File: config.mk
export PLATFORM = sky130hd
export DESIGN_NAME = flash_arbiter
export DESIGN_NICKNAME = d
export VERILOG_FILES = /design/src/rtl/flash_arb_pkg.sv /design/src/rtl/flash_arb_rr.sv /design/src/rtl/flash_arbiter.sv
export SDC_FILE = /design/constraint.sdc
export NUM_CORES = 1
export LEC_CHECK = 0
export ABC_AREA = 1
export ABC_CLOCK_PERIOD_IN_PS = 2790
export CELL_PAD_IN_SITES_DETAIL_PLACEMENT = 1
export CELL_PAD_IN_SITES_GLOBAL_PLACEMENT = 1
export CORE_ASPECT_RATIO = 2
export CORE_UTILIZATION = 33
export CTS_CLUSTER_SIZE = 25
export DETAILED_ROUTE_END_ITERATION = 10
export PLACE_DENSITY = 0.83
export SLEW_MARGIN = 20
export SYNTH_ARGS = -nofsm -noshare
export SYNTH_HDL_FRONTEND = slang
export SYNTH_SLANG_ARGS = --single-unit
File: constraint.sdc
create_clock -name clk -period 2.79 [get_ports clk]
set_input_delay 0.558 -clock clk [delete_from_list [all_inputs] [get_ports clk]]
set_output_delay 0.558 -clock clk [all_outputs]
set_load 0.005 [all_outputs]
File: src/rtl/flash_arb_pkg.sv
`default_nettype none
// ============================================================================
// Module      : flash_arb_pkg
// Description : Shared types and constants for the flash_reader arbiter.
// Revision    : 1.0 - initial release
// ============================================================================
package flash_arb_pkg;

  localparam int FLASH_ADDR_W = 24;

  typedef enum logic [1:0] {
    ST_IDLE  = 2'd0,
    ST_ISSUE = 2'd1,
    ST_WAIT  = 2'd2,
    ST_NEXT  = 2'd3
  } flash_arb_state_e;

  // Requester identifier: 0 = instruction fetch, 1 = data load
  typedef logic master_id_t;

endpackage
`default_nettype wire

File: src/rtl/flash_arb_rr.sv
`default_nettype none
// ============================================================================
// Module      : flash_arb_rr
// Description : Two-way round-robin picker. A sole requester wins; on a tie
//               the master that was not granted last wins.
// Revision    : 1.0 - initial release
// ============================================================================
module flash_arb_rr
  import flash_arb_pkg::*;
(
  input  logic       i_v0,
  input  logic       i_v1,
  input  master_id_t i_last,
  output logic       o_gnt_valid,
  output master_id_t o_gnt_id
);

  // Winner selection with alternating priority on a tie
  always_comb begin
    o_gnt_valid = i_v0 | i_v1;
    o_gnt_id    = master_id_t'(1'b0);
    if (i_v0 && i_v1) begin
      o_gnt_id = ~i_last;
    end else if (i_v1) begin
      o_gnt_id = master_id_t'(1'b1);
    end
  end

endmodule
`default_nettype wire

File: src/rtl/flash_arbiter.sv
`default_nettype none
// ============================================================================
// Module      : flash_arbiter
// Description : Shares one flash_reader byte-stream port between instruction
//               fetch (m0) and data load (m1). Round-robin grant, burst
//               sequencing over read_from_addr/read_next/data_ready, and a
//               watchdog against a stalled flash.
// Options     : FLASH_ARB_STREAM_EN - continue a contiguous stream with
//               read_next instead of re-issuing the address.
// Revision    : 1.0 - initial release
// ============================================================================
module flash_arbiter
  import flash_arb_pkg::*;
#(
  parameter int LEN_W   = 8,
  parameter int TIMEOUT = 4096
)(
  input  logic                    clk,
  input  logic                    rst,
  input  logic                    m0_req_valid,
  input  logic [FLASH_ADDR_W-1:0] m0_req_addr,
  input  logic [LEN_W-1:0]        m0_req_len,
  output logic                    m0_req_ready,
  output logic                    m0_rsp_valid,
  output logic [7:0]              m0_rsp_data,
  output logic                    m0_rsp_last,
  output logic                    m0_rsp_err,
  input  logic                    m1_req_valid,
  input  logic [FLASH_ADDR_W-1:0] m1_req_addr,
  input  logic [LEN_W-1:0]        m1_req_len,
  output logic                    m1_req_ready,
  output logic                    m1_rsp_valid,
  output logic [7:0]              m1_rsp_data,
  output logic                    m1_rsp_last,
  output logic                    m1_rsp_err,
  output logic [FLASH_ADDR_W-1:0] fr_addr,
  output logic                    fr_read_from_addr,
  output logic                    fr_read_next,
  input  logic                    fr_data_ready,
  input  logic [7:0]              fr_data
);

  localparam int WD_W = (TIMEOUT > 1) ? $clog2(TIMEOUT + 1) : 1;

  flash_arb_state_e        r_state;
  flash_arb_state_e        w_state_nxt;
  master_id_t              r_grant;
  logic [FLASH_ADDR_W-1:0] r_cur_addr;
  logic [LEN_W-1:0]        r_remaining;
  logic                    r_dr_prev;
  logic [7:0]              r_rsp_data;
  logic [1:0]              r_rsp_valid;
  logic                    r_rsp_last;

  logic       w_gnt_valid;
  master_id_t w_gnt_id;
  logic       w_edge;
  logic       w_timeout;
  logic       w_use_next;
  logic       w_accept;
  logic       w_rd_from;
  logic       w_rd_next;
  logic       w_err;
  logic       w_byte;
  logic       w_last_byte;

  flash_arb_rr u_rr (
    .i_v0        (m0_req_valid),
    .i_v1        (m1_req_valid),
    .i_last      (r_grant),
    .o_gnt_valid (w_gnt_valid),
    .o_gnt_id    (w_gnt_id)
  );

  // A byte is signalled only by the 0->1 transition of data_ready
  assign w_edge = fr_data_ready & ~r_dr_prev;

  // State register
  always_ff @(posedge clk or negedge rst) begin
    if (!rst) r_state <= ST_IDLE;
    else      r_state <= w_state_nxt;
  end

  // Next-state and handshake pulse decode
  always_comb begin
    w_state_nxt = r_state;
    w_accept    = 1'b0;
    w_rd_from   = 1'b0;
    w_rd_next   = 1'b0;
    w_err       = 1'b0;
    w_byte      = 1'b0;
    w_last_byte = 1'b0;
    case (r_state)
      ST_IDLE: begin
        if (w_gnt_valid) begin
          w_accept    = 1'b1;
          w_state_nxt = ST_ISSUE;
        end
      end
      ST_ISSUE: begin
        if (w_use_next) w_rd_next = 1'b1;
        else            w_rd_from = 1'b1;
        w_state_nxt = ST_WAIT;
      end
      ST_WAIT: begin
        // A byte arriving on the deadline cycle still counts as delivered
        if (w_edge) begin
          w_byte = 1'b1;
          if (r_remaining == '0) begin
            w_last_byte = 1'b1;
            w_state_nxt = ST_IDLE;
          end else begin
            w_state_nxt = ST_NEXT;
          end
        end else if (w_timeout) begin
          // Abort and re-point the reader so its stream position is known
          w_err       = 1'b1;
          w_rd_from   = 1'b1;
          w_state_nxt = ST_IDLE;
        end
      end
      ST_NEXT: begin
        w_rd_next   = 1'b1;
        w_state_nxt = ST_WAIT;
      end
      default: w_state_nxt = ST_IDLE;
    endcase
  end

  // Grant/burst bookkeeping and registered byte return
  always_ff @(posedge clk or negedge rst) begin
    if (!rst) begin
      r_grant     <= master_id_t'(1'b1);
      r_cur_addr  <= '0;
      r_remaining <= '0;
      r_dr_prev   <= 1'b0;
      r_rsp_data  <= '0;
      r_rsp_valid <= '0;
      r_rsp_last  <= 1'b0;
    end else begin
      r_dr_prev   <= fr_data_ready;
      r_rsp_valid <= '0;
      r_rsp_last  <= 1'b0;
      if (w_accept) begin
        r_grant     <= w_gnt_id;
        r_cur_addr  <= w_gnt_id ? m1_req_addr : m0_req_addr;
        r_remaining <= w_gnt_id ? m1_req_len  : m0_req_len;
      end
      if (w_byte) begin
        r_rsp_data           <= fr_data;
        r_rsp_valid[r_grant] <= 1'b1;
        r_rsp_last           <= w_last_byte;
        if (!w_last_byte) r_remaining <= r_remaining - LEN_W'(1);
      end
    end
  end

  generate
    if (TIMEOUT > 0) begin : g_wd
      logic [WD_W-1:0] r_wd_cnt;

      // Cycles spent waiting for the current byte; restarts on every read pulse
      always_ff @(posedge clk or negedge rst) begin
        if (!rst)                   r_wd_cnt <= '0;
        else if (r_state == ST_WAIT) r_wd_cnt <= r_wd_cnt + WD_W'(1);
        else                        r_wd_cnt <= '0;
      end

      assign w_timeout = (r_state == ST_WAIT) && (r_wd_cnt == WD_W'(TIMEOUT));
    end else begin : g_no_wd
      assign w_timeout = 1'b0;
    end
  endgenerate

`ifdef FLASH_ARB_STREAM_EN
  logic [FLASH_ADDR_W-1:0] r_next_addr;
  logic                    r_stream_valid;
  logic [LEN_W-1:0]        r_len;

  // Track where the reader's stream will be after a completed burst
  always_ff @(posedge clk or negedge rst) begin
    if (!rst) begin
      r_next_addr    <= '0;
      r_stream_valid <= 1'b0;
      r_len          <= '0;
    end else begin
      if (w_accept) r_len <= w_gnt_id ? m1_req_len : m0_req_len;
      if (w_last_byte) begin
        r_next_addr    <= r_cur_addr + FLASH_ADDR_W'(r_len) + FLASH_ADDR_W'(1);
        r_stream_valid <= 1'b1;
      end else if (w_err) begin
        r_stream_valid <= 1'b0;
      end
    end
  end

  assign w_use_next = r_stream_valid && (r_cur_addr == r_next_addr);
`else
  assign w_use_next = 1'b0;
`endif

  // Accept is gated by reset so every output is quiet while reset is held
  assign m0_req_ready = w_accept & rst & (w_gnt_id == master_id_t'(1'b0));
  assign m1_req_ready = w_accept & rst & (w_gnt_id == master_id_t'(1'b1));

  assign m0_rsp_valid = r_rsp_valid[0];
  assign m1_rsp_valid = r_rsp_valid[1];
  assign m0_rsp_data  = r_rsp_valid[0] ? r_rsp_data : 8'h00;
  assign m1_rsp_data  = r_rsp_valid[1] ? r_rsp_data : 8'h00;
  assign m0_rsp_last  = r_rsp_valid[0] & r_rsp_last;
  assign m1_rsp_last  = r_rsp_valid[1] & r_rsp_last;
  assign m0_rsp_err   = w_err & (r_grant == master_id_t'(1'b0));
  assign m1_rsp_err   = w_err & (r_grant == master_id_t'(1'b1));

  assign fr_addr           = r_cur_addr;
  assign fr_read_from_addr = w_rd_from;
  assign fr_read_next      = w_rd_next;

endmodule
`default_nettype wire

# After elaboration in Yosys (flattened, before gate mapping)
# Cells that the tools add are included.
# W data, S select, Z words.
# word_totals
ff_bits	60
inputBits	77
output_inout_bits	50
elab_cells	69
# classes
add_sub_neg	2
n_lt_le_gt_ge	2
eq_ne	6
mux	31
bitwise	12
reduce_logical	7
# ops
operator	n
$mux W8	6
$mux W24	1
$mux W1	15
$add A13 B1 Y13 const B	1
$eq A13 B13 Y1 const B	1
$mux W13	1
$mux W2	5
$and A1 B1 Y1	8
$logic_not A8 Y1	1
$sub A8 B1 Y8 const B	1
$pmux W2 S3	1
$eq A2 B2 Y1 const B	2
$logic_and A1 B1 Y1	3
$ne A3 B3 Y1 const B	1
$not A1 Y1	3
$eq A2 B1 Y1 const B	1
$logic_not A2 Y1	1
$lt A1 B2 Y1 const B	1
$ne A2 B1 Y1 const B	1
$pmux W1 S2	1
$reduce_and A2 Y1	1
$reduce_or A2 Y1	1
$demux W1 S1	1
$ge A1 B1 Y1 const B	1
$or A1 B1 Y1	1

# Logic depth before layout (Yosys ltp)
# logic_depth
word_depth	6
mapped_depth	9
mapped_depth_nobuf	9

# Cells and area by module
# Synthesis repeated with hierarchy kept, for this count alone.
# unflattened
hier_cells	424
hier_area_um2	3330.7
# by_module_without_submodules
mod	n_inst	cells_each	area_each_um2	seq_area_each_um2
flash_arbiter	1	421	3315.7	1502.7
flash_arb_rr	1	3	15.0	0.0

# Worst setup path before layout
# No wires, ideal clock.
# synth_timing
path_type	register to output
from	reg r_state[0]
to	out m0_req_ready
arrival_ns	1.212
t_required_ns	2.232
slack_ns	1.020
path_stages_with_launch	6
n_path_buf	1
path_cell_list	dfrtp_1 inv_1 ha_1 o21ai_4 clkbuf_1 nor3_1
# synth_via
elab_chain_len	4
# synth_lines
item	line	rtl
from (decl)	flash_arbiter.sv:45	flash_arb_state_e r_state;
from (signal assigned)	flash_arbiter.sv:81	else r_state <= w_state_nxt;
$logic_not A2 Y1	flash_arbiter.sv:93	case (r_state)
$mux W1	flash_arbiter.sv:93	
$and A1 B1 Y1 (2 in series)	flash_arbiter.sv:203	assign m0_req_ready = w_accept & rst & (w_gnt_id == master_id_t'(1'b0));
to (decl)	flash_arbiter.sv:23	output logic m0_req_ready,
# Every way passes these cells.

# Worst setup path in the final report
# layout_timing
from	reg r_state[0]
to	out fr_read_from_addr
# layout_via
elab_chain_len	5
elab_cells_between_ends	6
classes_between	2 x eq/ne; 3 x mux; 1 x reduce/logical
# layout_lines
item	line	rtl
$eq A2 B2 Y1	flash_arbiter.sv:93, flash_arbiter.sv:169	
$logic_and A1 B1 Y1	flash_arbiter.sv:169	assign w_timeout = (r_state == ST_WAIT) && (r_wd_cnt == WD_W'(TIMEOUT));
$mux W1	flash_arbiter.sv:115	end else if (w_timeout) begin
$mux W1	flash_arbiter.sv:107	if (w_edge) begin
$pmux W1 S2 (*)	flash_arbiter.sv:93	
to (decl)	flash_arbiter.sv:37	output logic fr_read_from_addr,
# Mark *: on every way between the ends. The rest lies on a longest branch, timed or not.

==> results_tabular.tex <==
\begin{tabular}{lr}
\hline
Metric & Value \\
\hline
\multicolumn{2}{l}{\textbf{Pwr}} \\
Portion of total power attributed to the clock network & 24.0\% \\
Sw Share & 36.1\% \\
Cell internal power dissipation & 0.00263 W \\
P\_leak & 2.39 nW \\
Highest ir drop seen on vdd & 595 uV \\
Pwr dens & 829 mW/mm2 \\
Psw & 0.00148 W \\
Reg power frac & 35.0\% \\
Portion of total power attributed to combinational logic & 41.1\% \\
\multicolumn{2}{l}{\textbf{Detailed routing}} \\
Routed length on met2 & 5780 um \\
Starting DRT DRC Count & 105 \\
Post-DR wirelength/cell & 14.3 um \\
Number of design rule violations left after detail routing & 0 \\
Total wire length & 10,200 um \\
Number of vias in the routed layout & 3,380 \\
Routed metal-1 wirelength & 3650 um \\
First drt pass iteration count & 4 \\
Highest layer used for signal routing & met4 \\
Post-detailed-route via-to-cell ratio & 4.73 \\
Antenna-violating nets left & 0 \\
Routed length on met3 & 494 um \\
\multicolumn{2}{l}{\textbf{Hold path}} \\
Path class of the lowest-slack min-delay path & in2async \\
\multicolumn{2}{l}{\textbf{STA}} \\
Worst-margin pin slew & 785 ps \\
Worst slew margin & 47.7\% \\
Upper clock frequency limit & 0.379 GHz \\
Fin Setup TNS & 0 ps \\
Part of the cycle the worst path needs & 94.6\% \\
Worst Hold Slack & 423 ps \\
Final critical delay including setup and external delays & 2640 ps \\
Worst clock skew & 8.36 ps \\
Number of setup violations in the final report & 0 \\
Number of hold-slack violations in the final timing report & 0 \\
Setup repair after global routing missed its margin & no \\
Final max-slew violation count & 0 \\
\multicolumn{2}{l}{\textbf{Synthesis}} \\
EDFF count, synth & 0 \\
Synth Area per Inst & 7.31 um2 \\
Seq/Total Area, Yosys & 45.5\% \\
Synth cell types & 32 \\
Count leader, synth & nand2\_1 \\
Most area-consuming cells after synthesis & dfrtp\_1 45\%, nand2\_1 14\%, nor2\_1 7.4\% \\
Top flip-flop cell by instance count after synthesis & dfrtp\_1 \\
Number of flip-flops and latches in the synthesized netlist & 60 \\
Yosys warns & 0 \\
Proportion of register bits with asynchronous set or reset after synthesis & 100\% \\
List of most frequent post-synthesis cells & 126 x nand2\_1, 65 x nor2\_1, 59 x dfrtp\_1 \\
Total nets after synthesis & 537 \\
Area of the mapped netlist & 0.00331 mm2 \\
Share of Yosys cell area claimed by the top area cell type & 44.7\% \\
Area leader, netlist & dfrtp\_1 \\
Count of mapped cells out of synthesis & 452 \\
\multicolumn{2}{l}{\textbf{Finish}} \\
Number of filler instances in the final layout & 1,237 \\
Fraction of layout instances using a drive strength above 1 & 5.83\% \\
Total Nets Final & 663 \\
Diodes inserted & 0 \\
Area grow syn2layout & 49.9\% \\
\multicolumn{2}{l}{\textbf{CTS}} \\
Worst-case clock buffer depth & 2 \\
Root buffer selected by CTS & clkbuf\_16 \\
\# hold bufs at CTS & 0 \\
Clk sink count & 60 \\
Clock network latency to the later pin of the worst-skew pair & 330 ps \\
Maximum level of the CTS H-tree & 3 \\
Cts bufs inserted & 9 \\
Clk slew on worst S/H paths & 50 ps \\
TritonCTS clock tree & done \\
\multicolumn{2}{l}{\textbf{Critical path}} \\
Crit Reg-Reg Startpoint & r\_state[1] \\
Data arrival at the endpoint of the critical path & 2080 ps \\
Required time at the endpoint of the critical path & 2230 ps \\
Origin of the worst setup path & r\_state[0] \\
Highest net fanout along the worst path & 4 \\
Kind of critical path & reg2out \\
Sort of element at the end of the critical path & primary output \\
Crit start category & register \\
\multicolumn{2}{l}{\textbf{Global route}} \\
Global routing usage summed across all routing layers & 21.2\% \\
Vias in the first global route & 3,671 \\
Wire length of the first global-routing pass & 16,800 um \\
Antenna violations before repair & 0 \\
Gr ovfl total & 0 \\
Largest net degree at the start of global routing & 61 \\
\multicolumn{2}{l}{\textbf{Floorplanning}} \\
Overall die width & 72.8 um \\
Die H & 144 um \\
Die outline area & 0.0104 mm2 \\
Io pins & 127 \\
Effective utilization at floorplan & 33.9\% \\
Std cell rows & 51 \\
Core ar. & 0.00976 mm2 \\
\multicolumn{2}{l}{\textbf{Placed design}} \\
I/O Buffers & 126 \\
Final HPWL from detailed placement & 7800 um \\
Final Wtd Congestion & 0.747 \\
\multicolumn{2}{l}{\textbf{Flow run}} \\
Number of max-cap violations & 0 \\
\multicolumn{2}{l}{\textbf{Outcome}} \\
Result of the run & completed \\
\hline
\end{tabular}
## kinds of logic after synthesis
logic type	synth area share (%)
AND/OR/NAND/NOR	27.9
buffers and inverters	9.84
AO/OA/AOI/OAI	13.2
flip-flops	45.5
adder cells (fa/ha/maj)	3.03
XOR/XNOR	0.530
## area by class of cell
cell class	instances	area [um2]	share of cell area, %
repair buffers	133	1310	26.4
clock buffers	14	254	5.13
inverters	63	236	4.77
flip-flops and latches	60	1500	30.3
multi-input cells	311	1480	29.8
well taps	132	165	3.33
clock inverters	2	10.0	0.202
## layer usage
metal  vias up  track usage, %
li1       1660               -
met1      1606            20.9
met2        95            40.1
met3        19            5.61
met4         0            9.18
met5         -               0
## cell usage in the layout, fill, tap and decap left out, types with 7 or more instances in the layout
cell             Yosys  layout
nor3_1               8       8
dfrtp_1             59      59
nand3_1             12      12
clkbuf_16            0       9
buf_4                2       7
a21oi_1              8       8
o211ai_1             8       8
ha_1                 8       8
inv_1               57      57
clkdlybuf4s50_1      0     125
o21ai_0             29      29
nand2_1            126     126
o21ai_1             27      27
nor2_1              65      65
## metrics by stage
step | total power, W | utilization (%) | std cells | area (um2) | worst slack (ps)
after floorplan | 0.00231 | - | 452 | 3310 | 1020
after global placement | 0.00306 | 48.0 | 699 | 4690 | 280
after detailed placement | 0.00315 | 48.0 | 699 | 4690 | 218
after CTS | 0.00418 | 50.7 | 715 | 4950 | 71.0
after global routing | 0.00442 | 50.7 | 715 | 4950 | 21.5
final | 0.00411 | 50.7 | 715 | 4950 | 150
## critical path, stage by stage (launching register included)
cell	delay (ps)
dfrtp_1	420
inv_1	130
ha_1	180
nand2_1	50
nor2_1	150
nand3_1	140
a21boi_1	170
clkdlybuf4s50_1	520
## what timing repair did
| item | CTS | global route |
|---|---|---|
| endpoints found under the setup margin | 0 | 1 |
| buffers inserted | 0 | 0 |
| gates resized for setup | 0 | 1 |
## state kept, by name (all words and copies together), names as in the netlist
signal / flops
fr_addr: 24
g_wd.r_wd_cnt: 13
r_remaining: 8
r_rsp_data: 8
r_rsp_valid: 2
r_state: 2
r_dr_prev: 1
r_grant: 1
r_rsp_last: 1
## power groups by stage
stage	registers (W)	clock network (W)	logic, W
floorplan	0.00140	0	0.000905
finish	0.00144	0.000984	0.00169
detailed placement	0.00145	0	0.00170
global route	0.00148	0.00105	0.00189
CTS	0.00144	0.00101	0.00172
global placement	0.00143	0	0.00164
## worst paths after layout
check                           depth (start not counted)                 to  slack [ps]
worst min-delay path                                    2         fr_addr[9]         420
worst max-delay path                                    7  fr_read_from_addr         150
worst min register to register                          2         fr_addr[7]         490
max in group asynchronous                               2      r_rsp_data[4]        1850
min in group clk                                        2         fr_addr[7]         490
worst max register to register                          9     r_remaining[5]         680
Note: power is estimated with default switching activity, not from simulation.
